===== config.mk =====
export PLATFORM = sky130hd
export DESIGN_NAME = memory_stage
export DESIGN_NICKNAME = d
export VERILOG_FILES = /design/src/rtl/memory_stage.sv
export SDC_FILE = /design/constraint.sdc
export NUM_CORES = 1
export LEC_CHECK = 0
export ABC_AREA = 1
export ABC_CLOCK_PERIOD_IN_PS = 2000
export BUFFER_PORTS_ARGS = -buffer_cell sky130_fd_sc_hd__buf_2
export CAP_MARGIN = 30
export CORE_MARGIN = 5
export CORE_UTILIZATION = 25
export DETAILED_ROUTE_END_ITERATION = 16
export SLEW_MARGIN = 40
export SYNTH_ARGS = -nofsm -noshare
export SYNTH_HDL_FRONTEND = slang
export SYNTH_SLANG_ARGS = --single-unit

===== constraint.sdc =====
create_clock -name clk -period 2 [get_ports clk]
set_input_delay 0.4 -clock clk [delete_from_list [all_inputs] [get_ports clk]]
set_output_delay 0.4 -clock clk [all_outputs]
set_load 0.05 [all_outputs]

===== src/rtl/memory_stage.sv =====
// rtl/memory_stage.sv - MIPS32 MEM stage: EX/MEM register, data-memory handshake with timeout, store align, load extend
module memory_stage #(
    parameter int TIMEOUT = 16
) (
    input  logic        clk,
    input  logic        rst,
    input  logic        valid_e,
    input  logic        reg_write_e,
    input  logic        mem_to_reg_e,
    input  logic        mem_read_e,
    input  logic        mem_write_e,
    input  logic [1:0]  mem_size_e,
    input  logic        mem_unsigned_e,
    input  logic [31:0] alu_out_e,
    input  logic [31:0] write_data_e,
    input  logic [4:0]  write_reg_e,
    output logic        dmem_req,
    output logic        dmem_we,
    output logic [31:0] dmem_addr,
    output logic [3:0]  dmem_be,
    output logic [31:0] dmem_wdata,
    input  logic [31:0] dmem_rdata,
    input  logic        dmem_ack,
    output logic        stall_m,
    output logic        misaligned_m,
    output logic        bus_err_m,
    output logic        reg_write_m,
    output logic        mem_to_reg_m,
    output logic [31:0] alu_out_m,
    output logic [31:0] read_data_m,
    output logic [4:0]  write_reg_m
);
    localparam int CW = ($clog2(TIMEOUT) + 1 > 5) ? $clog2(TIMEOUT) + 1 : 5;
    localparam logic [CW-1:0] LAST_WAIT = CW'(TIMEOUT - 1);

    typedef enum logic {S_IDLE, S_WAIT} state_t;

    state_t        r_state, w_state_nxt;
    logic [CW-1:0] r_wait_cnt, w_wait_cnt_nxt;

    logic        r_valid, r_reg_write, r_mem_to_reg, r_mem_read, r_mem_write, r_mem_unsigned;
    logic [1:0]  r_mem_size;
    logic [31:0] r_alu_out, r_write_data;
    logic [4:0]  r_write_reg;

    logic        w_access, w_align_bad, w_misaligned, w_pending, w_timeout, w_stall;
    logic        w_is_byte, w_is_half;
    logic [3:0]  w_be;
    logic [31:0] w_wdata, w_load;
    logic [7:0]  w_lane_b;
    logic [15:0] w_lane_h;

    always_ff @(posedge clk) begin
        if (rst) begin
            r_valid        <= 1'b0;
            r_reg_write    <= 1'b0;
            r_mem_to_reg   <= 1'b0;
            r_mem_read     <= 1'b0;
            r_mem_write    <= 1'b0;
            r_mem_size     <= 2'b00;
            r_mem_unsigned <= 1'b0;
            r_alu_out      <= 32'h0;
            r_write_data   <= 32'h0;
            r_write_reg    <= 5'h0;
        end else if (!w_stall) begin
            r_valid        <= valid_e;
            r_reg_write    <= reg_write_e;
            r_mem_to_reg   <= mem_to_reg_e;
            r_mem_read     <= mem_read_e;
            r_mem_write    <= mem_write_e;
            r_mem_size     <= mem_size_e;
            r_mem_unsigned <= mem_unsigned_e;
            r_alu_out      <= alu_out_e;
            r_write_data   <= write_data_e;
            r_write_reg    <= write_reg_e;
        end
    end

    // Size 2'b11 is treated as a word access.
    assign w_is_byte    = (r_mem_size == 2'b00);
    assign w_is_half    = (r_mem_size == 2'b01);
    assign w_access     = r_valid & (r_mem_read | r_mem_write);
    assign w_align_bad  = (w_is_half & r_alu_out[0]) | (r_mem_size[1] & (|r_alu_out[1:0]));
    assign w_misaligned = w_access & w_align_bad;
    assign w_pending    = !rst & w_access & !w_align_bad;
    assign w_stall      = w_pending & !dmem_ack & !w_timeout;

    always_ff @(posedge clk) begin
        if (rst) begin
            r_state    <= S_IDLE;
            r_wait_cnt <= '0;
        end else begin
            r_state    <= w_state_nxt;
            r_wait_cnt <= w_wait_cnt_nxt;
        end
    end

    always_comb begin
        w_state_nxt    = r_state;
        w_wait_cnt_nxt = r_wait_cnt;
        case (r_state)
            S_IDLE: begin
                if (w_pending && !dmem_ack) begin
                    w_state_nxt    = S_WAIT;
                    w_wait_cnt_nxt = CW'(1);
                end
            end
            default: begin
                if (!w_pending || dmem_ack || w_timeout) begin
                    w_state_nxt    = S_IDLE;
                    w_wait_cnt_nxt = '0;
                end else begin
                    w_wait_cnt_nxt = r_wait_cnt + CW'(1);
                end
            end
        endcase
    end

    always_comb begin
        w_timeout = 1'b0;
        if (r_state == S_WAIT)
            w_timeout = w_pending & !dmem_ack & (r_wait_cnt == LAST_WAIT);
    end

    always_comb begin
        w_be    = 4'b1111;
        w_wdata = r_write_data;
        if (w_is_byte) begin
            w_be    = 4'b0001 << r_alu_out[1:0];
            w_wdata = {4{r_write_data[7:0]}};
        end else if (w_is_half) begin
            w_be    = r_alu_out[1] ? 4'b1100 : 4'b0011;
            w_wdata = {2{r_write_data[15:0]}};
        end
    end

    always_comb begin
        case (r_alu_out[1:0])
            2'd0:    w_lane_b = dmem_rdata[7:0];
            2'd1:    w_lane_b = dmem_rdata[15:8];
            2'd2:    w_lane_b = dmem_rdata[23:16];
            default: w_lane_b = dmem_rdata[31:24];
        endcase
        w_lane_h = r_alu_out[1] ? dmem_rdata[31:16] : dmem_rdata[15:0];
        if (w_is_byte)
            w_load = {{24{!r_mem_unsigned & w_lane_b[7]}}, w_lane_b};
        else if (w_is_half)
            w_load = {{16{!r_mem_unsigned & w_lane_h[15]}}, w_lane_h};
        else
            w_load = dmem_rdata;
    end

    // Every output is forced low while rst is held, before the registers clear.
    assign dmem_req     = w_pending;
    assign dmem_we      = !rst & r_mem_write;
    assign dmem_addr    = rst ? 32'h0 : {r_alu_out[31:2], 2'b00};
    assign dmem_be      = rst ? 4'h0 : w_be;
    assign dmem_wdata   = rst ? 32'h0 : w_wdata;
    assign stall_m      = w_stall;
    assign misaligned_m = !rst & w_misaligned;
    assign bus_err_m    = w_timeout;
    assign reg_write_m  = !rst & r_reg_write & r_valid & !w_stall & !w_misaligned & !w_timeout;
    assign mem_to_reg_m = !rst & r_mem_to_reg;
    assign alu_out_m    = rst ? 32'h0 : r_alu_out;
    assign read_data_m  = rst ? 32'h0 : w_load;
    assign write_reg_m  = rst ? 5'h0 : r_write_reg;
endmodule

==> flow_summary.html, run 1 <==
<table>
<tr><th>Metric</th><th>Value</th></tr>
<tr><th colspan="2">Yosys</th></tr>
<tr><td>Main area contributors after synthesis</td><td>sky130_fd_sc_hd__dfxtp_1 33%, sky130_fd_sc_hd__nor2_1 19%, sky130_fd_sc_hd__o21ai_0 10%, sky130_fd_sc_hd__nand2_1 7.7%, sky130_fd_sc_hd__inv_1 6.4%</td></tr>
<tr><td>Count of unique library cells instantiated by Yosys</td><td>28</td></tr>
<tr><td>Number of enable-type register cells in the synthesized netlist</td><td>0</td></tr>
<tr><td>Area leader, netlist</td><td>sky130_fd_sc_hd__dfxtp_1</td></tr>
<tr><td>Syn Std Cell Area</td><td>4960 um2</td></tr>
<tr><td>Cells after synthesis</td><td>807</td></tr>
<tr><td>Async S/R FF share, synth</td><td>0</td></tr>
<tr><td>Fraction of post-synthesis cell area in the top cell type by area</td><td>0.335</td></tr>
<tr><td>Leading register cell type out of synthesis</td><td>sky130_fd_sc_hd__dfxtp_1</td></tr>
<tr><td>Count of state elements after synthesis</td><td>83</td></tr>
<tr><td>Mean instance size in the synthesized netlist</td><td>6.15 um2</td></tr>
<tr><td>Syn. warnings</td><td>0</td></tr>
<tr><td>Portion of the post-synthesis area used by sequential elements</td><td>0.335</td></tr>
<tr><th colspan="2">Cells and area</th></tr>
<tr><td>Biggest registers after layout</td><td>r_alu_out (32), r_write_data (32)</td></tr>
<tr><td>Highest-count cells in the layout ignoring fill and taps</td><td>191 x sky130_fd_sc_hd__buf_2, 190 x sky130_fd_sc_hd__nor2_1, 89 x sky130_fd_sc_hd__nand2_1, 83 x sky130_fd_sc_hd__o21ai_0, 78 x sky130_fd_sc_hd__dfxtp_1</td></tr>
<tr><td>Number of inserted filler cells in the final layout</td><td>2,081</td></tr>
<tr><td>Final Net Count</td><td>1,169</td></tr>
<tr><td>Fin util</td><td>0.404</td></tr>
<tr><td>Proportion of layout cells with a drive suffix above 1</td><td>0.435</td></tr>
<tr><td>Most common cell after layout, fill and taps aside</td><td>sky130_fd_sc_hd__buf_2</td></tr>
<tr><td>P&amp;R area growth vs syn</td><td>59.1%</td></tr>
<tr><td>Final instance area</td><td>7900 um2</td></tr>
<tr><td>Final std cells w/o fill</td><td>1,326</td></tr>
<tr><th colspan="2">Die</th></tr>
<tr><td>Chip Height</td><td>151 um</td></tr>
<tr><td>Total I/O pin count</td><td>256</td></tr>
<tr><td>Count of standard-cell rows</td><td>51</td></tr>
<tr><td>Area enclosed by the die boundary</td><td>22,800 um2</td></tr>
<tr><td>Die Span X</td><td>151 um</td></tr>
<tr><td>Core ar.</td><td>19,500 um2</td></tr>
<tr><td>Initial cell density of the core</td><td>0.254</td></tr>
<tr><th colspan="2">Routing</th></tr>
<tr><td>Final wirelength</td><td>19,600 um</td></tr>
<tr><td>Residual DRC</td><td>0</td></tr>
<tr><td>Post-detailed-route count of antenna-violating nets</td><td>0</td></tr>
<tr><td>Ratio of routed vias to standard cells</td><td>4.48</td></tr>
<tr><td>1st-pass router iterations</td><td>5</td></tr>
<tr><td>Count of vias placed by the detailed router</td><td>5,937</td></tr>
<tr><td>Per-cell routed wire length</td><td>14.8 um</td></tr>
<tr><td>DRT iter0 DRCs</td><td>368</td></tr>
<tr><th colspan="2">Critical path</th></tr>
<tr><td>Critical path cell sequence</td><td>inv_4 &gt; nor2_4 &gt; nand2_4 &gt; buf_12 &gt; o211ai_1 &gt; o21ai_1 &gt; nor2_2 &gt; buf_6</td></tr>
<tr><td>Endpoint required time on the critical path</td><td>1600 ps</td></tr>
<tr><td>Largest stage delay, worst path</td><td>350 ps</td></tr>
<tr><td>CP Capture Type</td><td>output pin</td></tr>
<tr><td>CP max FO</td><td>7</td></tr>
<tr><td>Critical Path AT</td><td>1780 ps</td></tr>
<tr><td>Crit path max-delay cell type</td><td>sky130_fd_sc_hd__dfxtp_2</td></tr>
<tr><td>Category of the most critical setup path</td><td>reg2out</td></tr>
<tr><td>Kind of start point of the critical path</td><td>register</td></tr>
<tr><th colspan="2">STA</th></tr>
<tr><td># setup viols final</td><td>45</td></tr>
<tr><td>Number of max-slew violations in the final report</td><td>0</td></tr>
<tr><td>Final hold violation count</td><td>0</td></tr>
<tr><td>Worst setup skew after layout</td><td>6.66 ps</td></tr>
<tr><td>Ratio of final minimum period to clock period</td><td>1.09</td></tr>
<tr><td>Post-layout worst setup margin</td><td>-181 ps</td></tr>
<tr><td>Unrepaired setup endpoints after global routing</td><td>yes</td></tr>
<tr><td>Post-layout minimum cycle time</td><td>2180 ps</td></tr>
<tr><td>Upper clock frequency limit</td><td>458 MHz</td></tr>
<tr><th colspan="2">Power and ir drop</th></tr>
<tr><td>Max IR drop VDD</td><td>383 uV</td></tr>
<tr><td>Pleak</td><td>4.03 nW</td></tr>
<tr><td>Power per unit of standard cell area</td><td>668 nW/um2</td></tr>
<tr><th colspan="2">Global route</th></tr>
<tr><td>Global Route Usage Sum</td><td>0.166</td></tr>
<tr><td>Antenna violations before repair</td><td>2</td></tr>
<tr><td>Via count of the first global-routing pass</td><td>5,810</td></tr>
<tr><td>Maximum number of pins on one net before global-route repair</td><td>44</td></tr>
<tr><td>Global routing usage on met3</td><td>0.0377</td></tr>
<tr><td>Global-route congestion overflow total</td><td>0</td></tr>
<tr><td>Met2 Resource Use GR</td><td>0.295</td></tr>
<tr><td>Wire length of the first global-routing pass</td><td>29,700 um</td></tr>
<tr><td>Met1 Track Usage GR</td><td>0.196</td></tr>
<tr><td>Most congested layer reported by global routing</td><td>met2</td></tr>
<tr><th colspan="2">Status</th></tr>
<tr><td>Status</td><td>finished, violations left</td></tr>
<tr><td>Violations in the final reports</td><td>setup timing</td></tr>
<tr><th colspan="2">Clocking</th></tr>
<tr><td>Source-to-sink clock delay at the later pin of the worst-skew pair</td><td>340 ps</td></tr>
<tr><td>Maximum buffer depth of the clock tree</td><td>2</td></tr>
<tr><td>Clock net sink count</td><td>83</td></tr>
<tr><td>Clock tree root buffer cell</td><td>sky130_fd_sc_hd__clkbuf_16</td></tr>
<tr><td>Post-CTS clock slew at the launch and capture registers of the worst setup and hold paths</td><td>70 ps</td></tr>
<tr><td>H-tree depth reported by CTS</td><td>3</td></tr>
<tr><td>Clock buffers created by TritonCTS</td><td>9</td></tr>
<tr><td>TritonCTS clock tree</td><td>built</td></tr>
<tr><th colspan="2">Placed design</th></tr>
<tr><td>Placed insts</td><td>1,296</td></tr>
<tr><td>Post-DP Area</td><td>6780 um2</td></tr>
<tr><td>I/O Buffers</td><td>253</td></tr>
<tr><td>Detailed-placement wirelength estimate</td><td>14,700 um</td></tr>
<tr><td>Weighted congestion at the end of routability-driven global placement</td><td>0.882</td></tr>
<tr><th colspan="2">Run</th></tr>
<tr><td>Number of violations of the max-capacitance limit</td><td>0</td></tr>
<tr><th colspan="2">Min path</th></tr>
<tr><td>Worst hold path type</td><td>in2reg</td></tr>
</table>
## synthesized netlist by cell type, types with 2 or more instances
cell and n:
sky130_fd_sc_hd__inv_1 84, sky130_fd_sc_hd__nand2_1 102, sky130_fd_sc_hd__buf_1 3, sky130_fd_sc_hd__nand2_2 2, sky130_fd_sc_hd__a21oi_1 47, sky130_fd_sc_hd__nand4_1 10
sky130_fd_sc_hd__o2111ai_1 5, sky130_fd_sc_hd__nand3_1 21, sky130_fd_sc_hd__nor3_1 2, sky130_fd_sc_hd__o21ai_0 101, sky130_fd_sc_hd__buf_6 7, sky130_fd_sc_hd__nor2_4 2
sky130_fd_sc_hd__o211ai_1 6, sky130_fd_sc_hd__clkbuf_1 25, sky130_fd_sc_hd__ha_1 2, sky130_fd_sc_hd__nor2_1 247, sky130_fd_sc_hd__buf_2 11, sky130_fd_sc_hd__inv_2 3
sky130_fd_sc_hd__dfxtp_1 83, sky130_fd_sc_hd__nand2_4 2, sky130_fd_sc_hd__buf_4 35
## final timing paths
check | start | to | slack [ps] | cells past startpoint
setup reg to reg | r_wait_cnt[1] | r_write_reg[3] | 120 | 12
hold / removal | valid_e | r_valid | 280 | 3
setup / recovery | r_mem_size[0] | read_data_m[5] | -180 | 8
hold reg to reg | r_alu_out[10] | r_alu_out[10] | 480 | 2
## final cells by class
cell class | count | area, um2 | share of cell area
diodes | 1 | 2.50 | 0.000317
clock inverters | 7 | 58.8 | 0.00745
flip-flops and latches | 83 | 1680 | 0.212
clock buffers | 9 | 225 | 0.0285
repair buffers | 317 | 2360 | 0.299
inverters | 87 | 337 | 0.0426
multi-input cells | 557 | 2910 | 0.368
well taps | 265 | 332 | 0.0420
## routing by layer
metal,up-vias,part of all wire
li1,2991,-
met3,36,0.073
met5,-,0.00071
met2,229,0.51
met4,4,0.022
met1,2677,0.40
## where the power goes
part,total [mW],switching [mW],internal [mW]
Sequential,1.81,0.0627,1.75
Clock,1.61,0.750,0.859
Combinational,1.86,1.23,0.623
## worst max-delay path, delay by kind of cell (launching register included)
kind / cells / cell delay (ps)
AOI/OAI and AO/OA: 2 / 260
and+or+nand+nor: 3 / 430
DFF: 1 / 350
buffers and inverters: 3 / 380
## through the flow
stage | TNS [ps] | hold slack [ps] | worst slack (ps) | total power, mW
2_1_floorplan | -6960 | 444 | -234 | 2.97
3_3_place_gp | 0 | 457 | 16.2 | 3.45
3_5_place_dp | 0 | 469 | 16.0 | 3.45
4_1_cts | -4620 | 277 | -139 | 5.30
5_1_grt | -9950 | 275 | -266 | 5.52
6_report | -4500 | 285 | -181 | 5.28
## repair_timing
item	4_1_cts	5_1_grt
hold buffers	0	0
endpoints found under the setup margin	63	126
gates cloned	2	0
setup buffers	7	4
resized for setup	184	52
pin swaps	19	12
endpoints found under the hold margin	0	0
## kinds of logic (layout without fill, tap and decap cells)
kind of cell             count (synthesis)  after routing  share of synthesized area
AND/OR/NAND/NOR                        391            391                      0.320
AO/OA/AOI/OAI                          161            161                      0.171
adder cells (fa/ha/maj)                  2              2                    0.00504
other                                    1              3                   0.000756
flip-flops                              83             83                      0.335
XOR/XNOR                                 1              1                    0.00176
buffers and inverters                  168            420                      0.167
No activity file was read; power rests on OpenSTA's default activity.
==> run 2: changes to the inputs <==
--- a/config.mk
+++ b/config.mk
@@ -12,6 +12,7 @@
 export CORE_MARGIN = 5
 export CORE_UTILIZATION = 25
 export DETAILED_ROUTE_END_ITERATION = 16
+export PLACE_DENSITY_LB_ADDON = 0.3
 export SLEW_MARGIN = 40
 export SYNTH_ARGS = -nofsm -noshare
 export SYNTH_HDL_FRONTEND = slang
==> flow_summary.html, run 2 (synthesized netlist as in run 1, its figures left out) <==
<table>
<tr><th>Metric</th><th>Value</th></tr>
<tr><th colspan="2">Critical path</th></tr>
<tr><td>Kind of start point of the critical path</td><td>register</td></tr>
<tr><td>Largest stage delay, worst path</td><td>370 ps (+20 ps)</td></tr>
<tr><td>CP max FO</td><td>5 (-2)</td></tr>
<tr><td>Most numerous cell on the critical path</td><td>sky130_fd_sc_hd__buf_6</td></tr>
<tr><td>Kind of cell adding the most delay to the critical path</td><td>simple AND/OR/NAND/NOR gates</td></tr>
<tr><td>CP Capture Type</td><td>output pin</td></tr>
<tr><td>Endpoint required time on the critical path</td><td>1600 ps (about the same)</td></tr>
<tr><td>Critical Path AT</td><td>1770 ps (about the same)</td></tr>
<tr><td>Category of the most critical setup path</td><td>reg2out</td></tr>
<tr><td>Crit path max-delay cell type</td><td>sky130_fd_sc_hd__dfxtp_4</td></tr>
<tr><td>Buf/Inv on CP</td><td>3 (unchanged)</td></tr>
<tr><td>Critical path cell sequence</td><td>inv_2 &gt; nand2_4 &gt; nor2_1 &gt; nand2_2 &gt; nand4_1 &gt; buf_6 &gt; nor2_2 &gt; buf_6</td></tr>
<tr><th colspan="2">Cells and area</th></tr>
<tr><td>Proportion of layout cells with a drive suffix above 1</td><td>0.433 (-0.00148)</td></tr>
<tr><td>Fin util</td><td>0.403 (-0.00135)</td></tr>
<tr><td>Area taken by multi-input logic gates</td><td>2950 um2 (+1.5%)</td></tr>
<tr><td>Final std cells w/o fill</td><td>1,324 (-0.15%)</td></tr>
<tr><td>Number of inserted filler cells in the final layout</td><td>2,109 (+1.3%)</td></tr>
<tr><td>P&amp;R area growth vs syn</td><td>58.6%</td></tr>
<tr><td>Final instance area</td><td>7870 um2 (-0.33%)</td></tr>
<tr><td>Most common cell after layout, fill and taps aside</td><td>sky130_fd_sc_hd__buf_2</td></tr>
<tr><td>Final Net Count</td><td>1,169 (unchanged)</td></tr>
<tr><td>Highest-count cells in the layout ignoring fill and taps</td><td>194 x sky130_fd_sc_hd__buf_2, 185 x sky130_fd_sc_hd__nor2_1, 93 x sky130_fd_sc_hd__o21ai_0, 89 x sky130_fd_sc_hd__nand2_1, 80 x sky130_fd_sc_hd__inv_1</td></tr>
<tr><td>Biggest registers after layout</td><td>r_alu_out (32), r_write_data (32)</td></tr>
<tr><td>Total area of sequential cells</td><td>1670 um2 (about the same)</td></tr>
<tr><td>Antenna cell count</td><td>0 (-1)</td></tr>
<tr><th colspan="2">Routing</th></tr>
<tr><td>Per-cell routed wire length</td><td>15.3 um (+3.0%)</td></tr>
<tr><td>1st-pass router iterations</td><td>4 (-1)</td></tr>
<tr><td>Ratio of routed vias to standard cells</td><td>4.47 (-0.22%)</td></tr>
<tr><td>Final wirelength</td><td>20,200 um (+2.8%)</td></tr>
<tr><td>Post-detailed-route count of antenna-violating nets</td><td>0 (unchanged)</td></tr>
<tr><td>Count of vias placed by the detailed router</td><td>5,915 (-0.37%)</td></tr>
<tr><td>DRT iter0 DRCs</td><td>343 (-6.8%)</td></tr>
<tr><td>Residual DRC</td><td>0 (unchanged)</td></tr>
<tr><th colspan="2">STA</th></tr>
<tr><td>Ratio of final minimum period to clock period</td><td>1.08 (-0.00693)</td></tr>
<tr><td>Post-layout worst setup margin</td><td>-167 ps (+13.9 ps)</td></tr>
<tr><td>Setup total negative slack</td><td>-3780 ps (+722 ps)</td></tr>
<tr><td>Upper clock frequency limit</td><td>461 MHz (+0.64%)</td></tr>
<tr><td>Post-layout minimum cycle time</td><td>2170 ps (-13.9 ps)</td></tr>
<tr><td>Final hold violation count</td><td>0 (unchanged)</td></tr>
<tr><td>Worst hold slack</td><td>307 ps (+21.8 ps)</td></tr>
<tr><td># setup viols final</td><td>38 (-16%)</td></tr>
<tr><td>Number of max-slew violations in the final report</td><td>0 (unchanged)</td></tr>
<tr><td>Worst setup skew after layout</td><td>10.2 ps (+3.53 ps)</td></tr>
<tr><td>Unrepaired setup endpoints after global routing</td><td>yes</td></tr>
<tr><th colspan="2">Die</th></tr>
<tr><td>Count of standard-cell rows</td><td>51 (unchanged)</td></tr>
<tr><td>Area enclosed by the die boundary</td><td>22,800 um2 (unchanged)</td></tr>
<tr><td>Initial cell density of the core</td><td>0.254 (unchanged)</td></tr>
<tr><td>Core ar.</td><td>19,500 um2 (unchanged)</td></tr>
<tr><td>Die Span X</td><td>151 um (unchanged)</td></tr>
<tr><td>Total I/O pin count</td><td>256 (unchanged)</td></tr>
<tr><td>Chip Height</td><td>151 um (unchanged)</td></tr>
<tr><th colspan="2">Global route</th></tr>
<tr><td>Wire length of the first global-routing pass</td><td>29,700 um (+0.26%)</td></tr>
<tr><td>Antenna violations before repair</td><td>2 (unchanged)</td></tr>
<tr><td>Maximum number of pins on one net before global-route repair</td><td>43 (-2.3%)</td></tr>
<tr><td>Via count of the first global-routing pass</td><td>5,549 (-4.5%)</td></tr>
<tr><td>Global-route congestion overflow total</td><td>0 (unchanged)</td></tr>
<tr><td>Global Route Usage Sum</td><td>0.167 (+0.00123)</td></tr>
<tr><th colspan="2">Status</th></tr>
<tr><td>Status</td><td>finished, violations left</td></tr>
<tr><td>Violations in the final reports</td><td>setup timing</td></tr>
<tr><th colspan="2">Clocking</th></tr>
<tr><td>Maximum buffer depth of the clock tree</td><td>2 (unchanged)</td></tr>
<tr><td>Clock tree root buffer cell</td><td>sky130_fd_sc_hd__clkbuf_16</td></tr>
<tr><td>TritonCTS clock tree</td><td>built</td></tr>
<tr><td>H-tree depth reported by CTS</td><td>3 (unchanged)</td></tr>
<tr><td>Clock buffers created by TritonCTS</td><td>9 (unchanged)</td></tr>
<tr><td>Clock net sink count</td><td>83 (unchanged)</td></tr>
<tr><td>Source-to-sink clock delay at the later pin of the worst-skew pair</td><td>340 ps (about the same)</td></tr>
<tr><td>Post-CTS clock slew at the launch and capture registers of the worst setup and hold paths</td><td>70 ps (about the same)</td></tr>
<tr><th colspan="2">Power and ir drop</th></tr>
<tr><td>Total Power</td><td>5.24 mW (-0.61%)</td></tr>
<tr><td>Pleak</td><td>4.05 nW (+0.46%)</td></tr>
<tr><td>Power per unit of standard cell area</td><td>666 nW/um2 (-0.28%)</td></tr>
<tr><td>Clk network pwr share</td><td>0.296 (-0.009)</td></tr>
<tr><td>Proportion of power drawn by flip-flops and latches</td><td>0.345 (+0.002)</td></tr>
<tr><td>Switching share of power</td><td>0.381 (-0.00695)</td></tr>
<tr><td>Switching pwr</td><td>2.00 mW (-2.4%)</td></tr>
<tr><td>P_int</td><td>3.25 mW (+0.52%)</td></tr>
<tr><td>Combinational power share</td><td>0.359 (+0.007)</td></tr>
<tr><td>Max IR drop VDD</td><td>379 uV (-1.1%)</td></tr>
<tr><th colspan="2">Placed design</th></tr>
<tr><td>Placed insts</td><td>1,291 (-0.39%)</td></tr>
<tr><td>Detailed-placement wirelength estimate</td><td>14,600 um (-0.81%)</td></tr>
<tr><td>Worst-case setup slack after placement</td><td>83.6 ps (+67.7 ps)</td></tr>
<tr><td>Post-DP Area</td><td>6710 um2 (-1.1%)</td></tr>
<tr><td>I/O Buffers</td><td>253 (unchanged)</td></tr>
<tr><td>Weighted congestion at the end of routability-driven global placement</td><td>0.848 (-3.8%)</td></tr>
<tr><th colspan="2">Min path</th></tr>
<tr><td>Worst hold path type</td><td>in2reg</td></tr>
<tr><th colspan="2">Run</th></tr>
<tr><td>Number of violations of the max-capacitance limit</td><td>0 (unchanged)</td></tr>
</table>
-- run 2: cell types whose count changed in the layout (fill, tap and decap cells not counted), sizes merged --
cell | before | now
clkbuf | 13 | 14
clkinv | 3 | 2
diode | 1 | 0
inv | 88 | 86
nand2 | 106 | 107
-- run 2: tightest hold or removal path, cell delays in order --
cell and delay [ps]:
sky130_fd_sc_hd__buf_2 70, sky130_fd_sc_hd__o21ai_0 70, sky130_fd_sc_hd__nor2_1 70
-- run 2: routing by layer --
| metal | vias to the layer above | GRT usage | part of all wire | wire, um |
|---|---|---|---|---|
| met5 | - | 0 | 0.00064 | 13 |
| met4 | 2 | 0.0512 | 0.018 | 365 |
| met3 | 32 | 0.0317 | 0.063 | 1280 |
| met2 | 222 | 0.291 | 0.50 | 10100 |
| met1 | 2664 | 0.208 | 0.42 | 8480 |
| li1 | 2995 | - | - | - |
-- run 2: power groups by stage --
stage | clock network (mW) | logic [mW] | registers [mW]
after global routing | 1.67 | 2.00 | 1.82
after floorplan | 0 | 1.14 | 1.83
after global placement | 0 | 1.60 | 1.84
after detailed placement | 0 | 1.61 | 1.84
final | 1.55 | 1.88 | 1.81
after CTS | 1.61 | 1.81 | 1.81
-- run 2: cell type report --
type	instances	area share
inverter	87	0.0423
timing repair buffer	316	0.293
tap	265	0.0421
clock inverter	4	0.00350
clock buffer	11	0.0308
sequential	83	0.213
multi-input combinational	558	0.375
-- run 2: what timing repair did --
item | in CTS | in global routing
gates cloned | 2 | 2
resized for setup | 162 | 70
endpoints found under the setup margin | 58 | 119
pin swaps | 23 | 10
buffers inserted | 5 | 10
hold buffers | 0 | 0
-- run 2: final timing paths --
check                      from               to  slack (ps)  cells past startpoint
setup / recovery  r_mem_size[1]  read_data_m[14]        -170                      8
hold reg to reg   r_wait_cnt[4]    r_wait_cnt[4]         470                      2
hold / removal       mem_read_e       r_mem_read         310                      3
setup reg to reg  r_mem_size[1]     r_alu_out[1]         130                     12
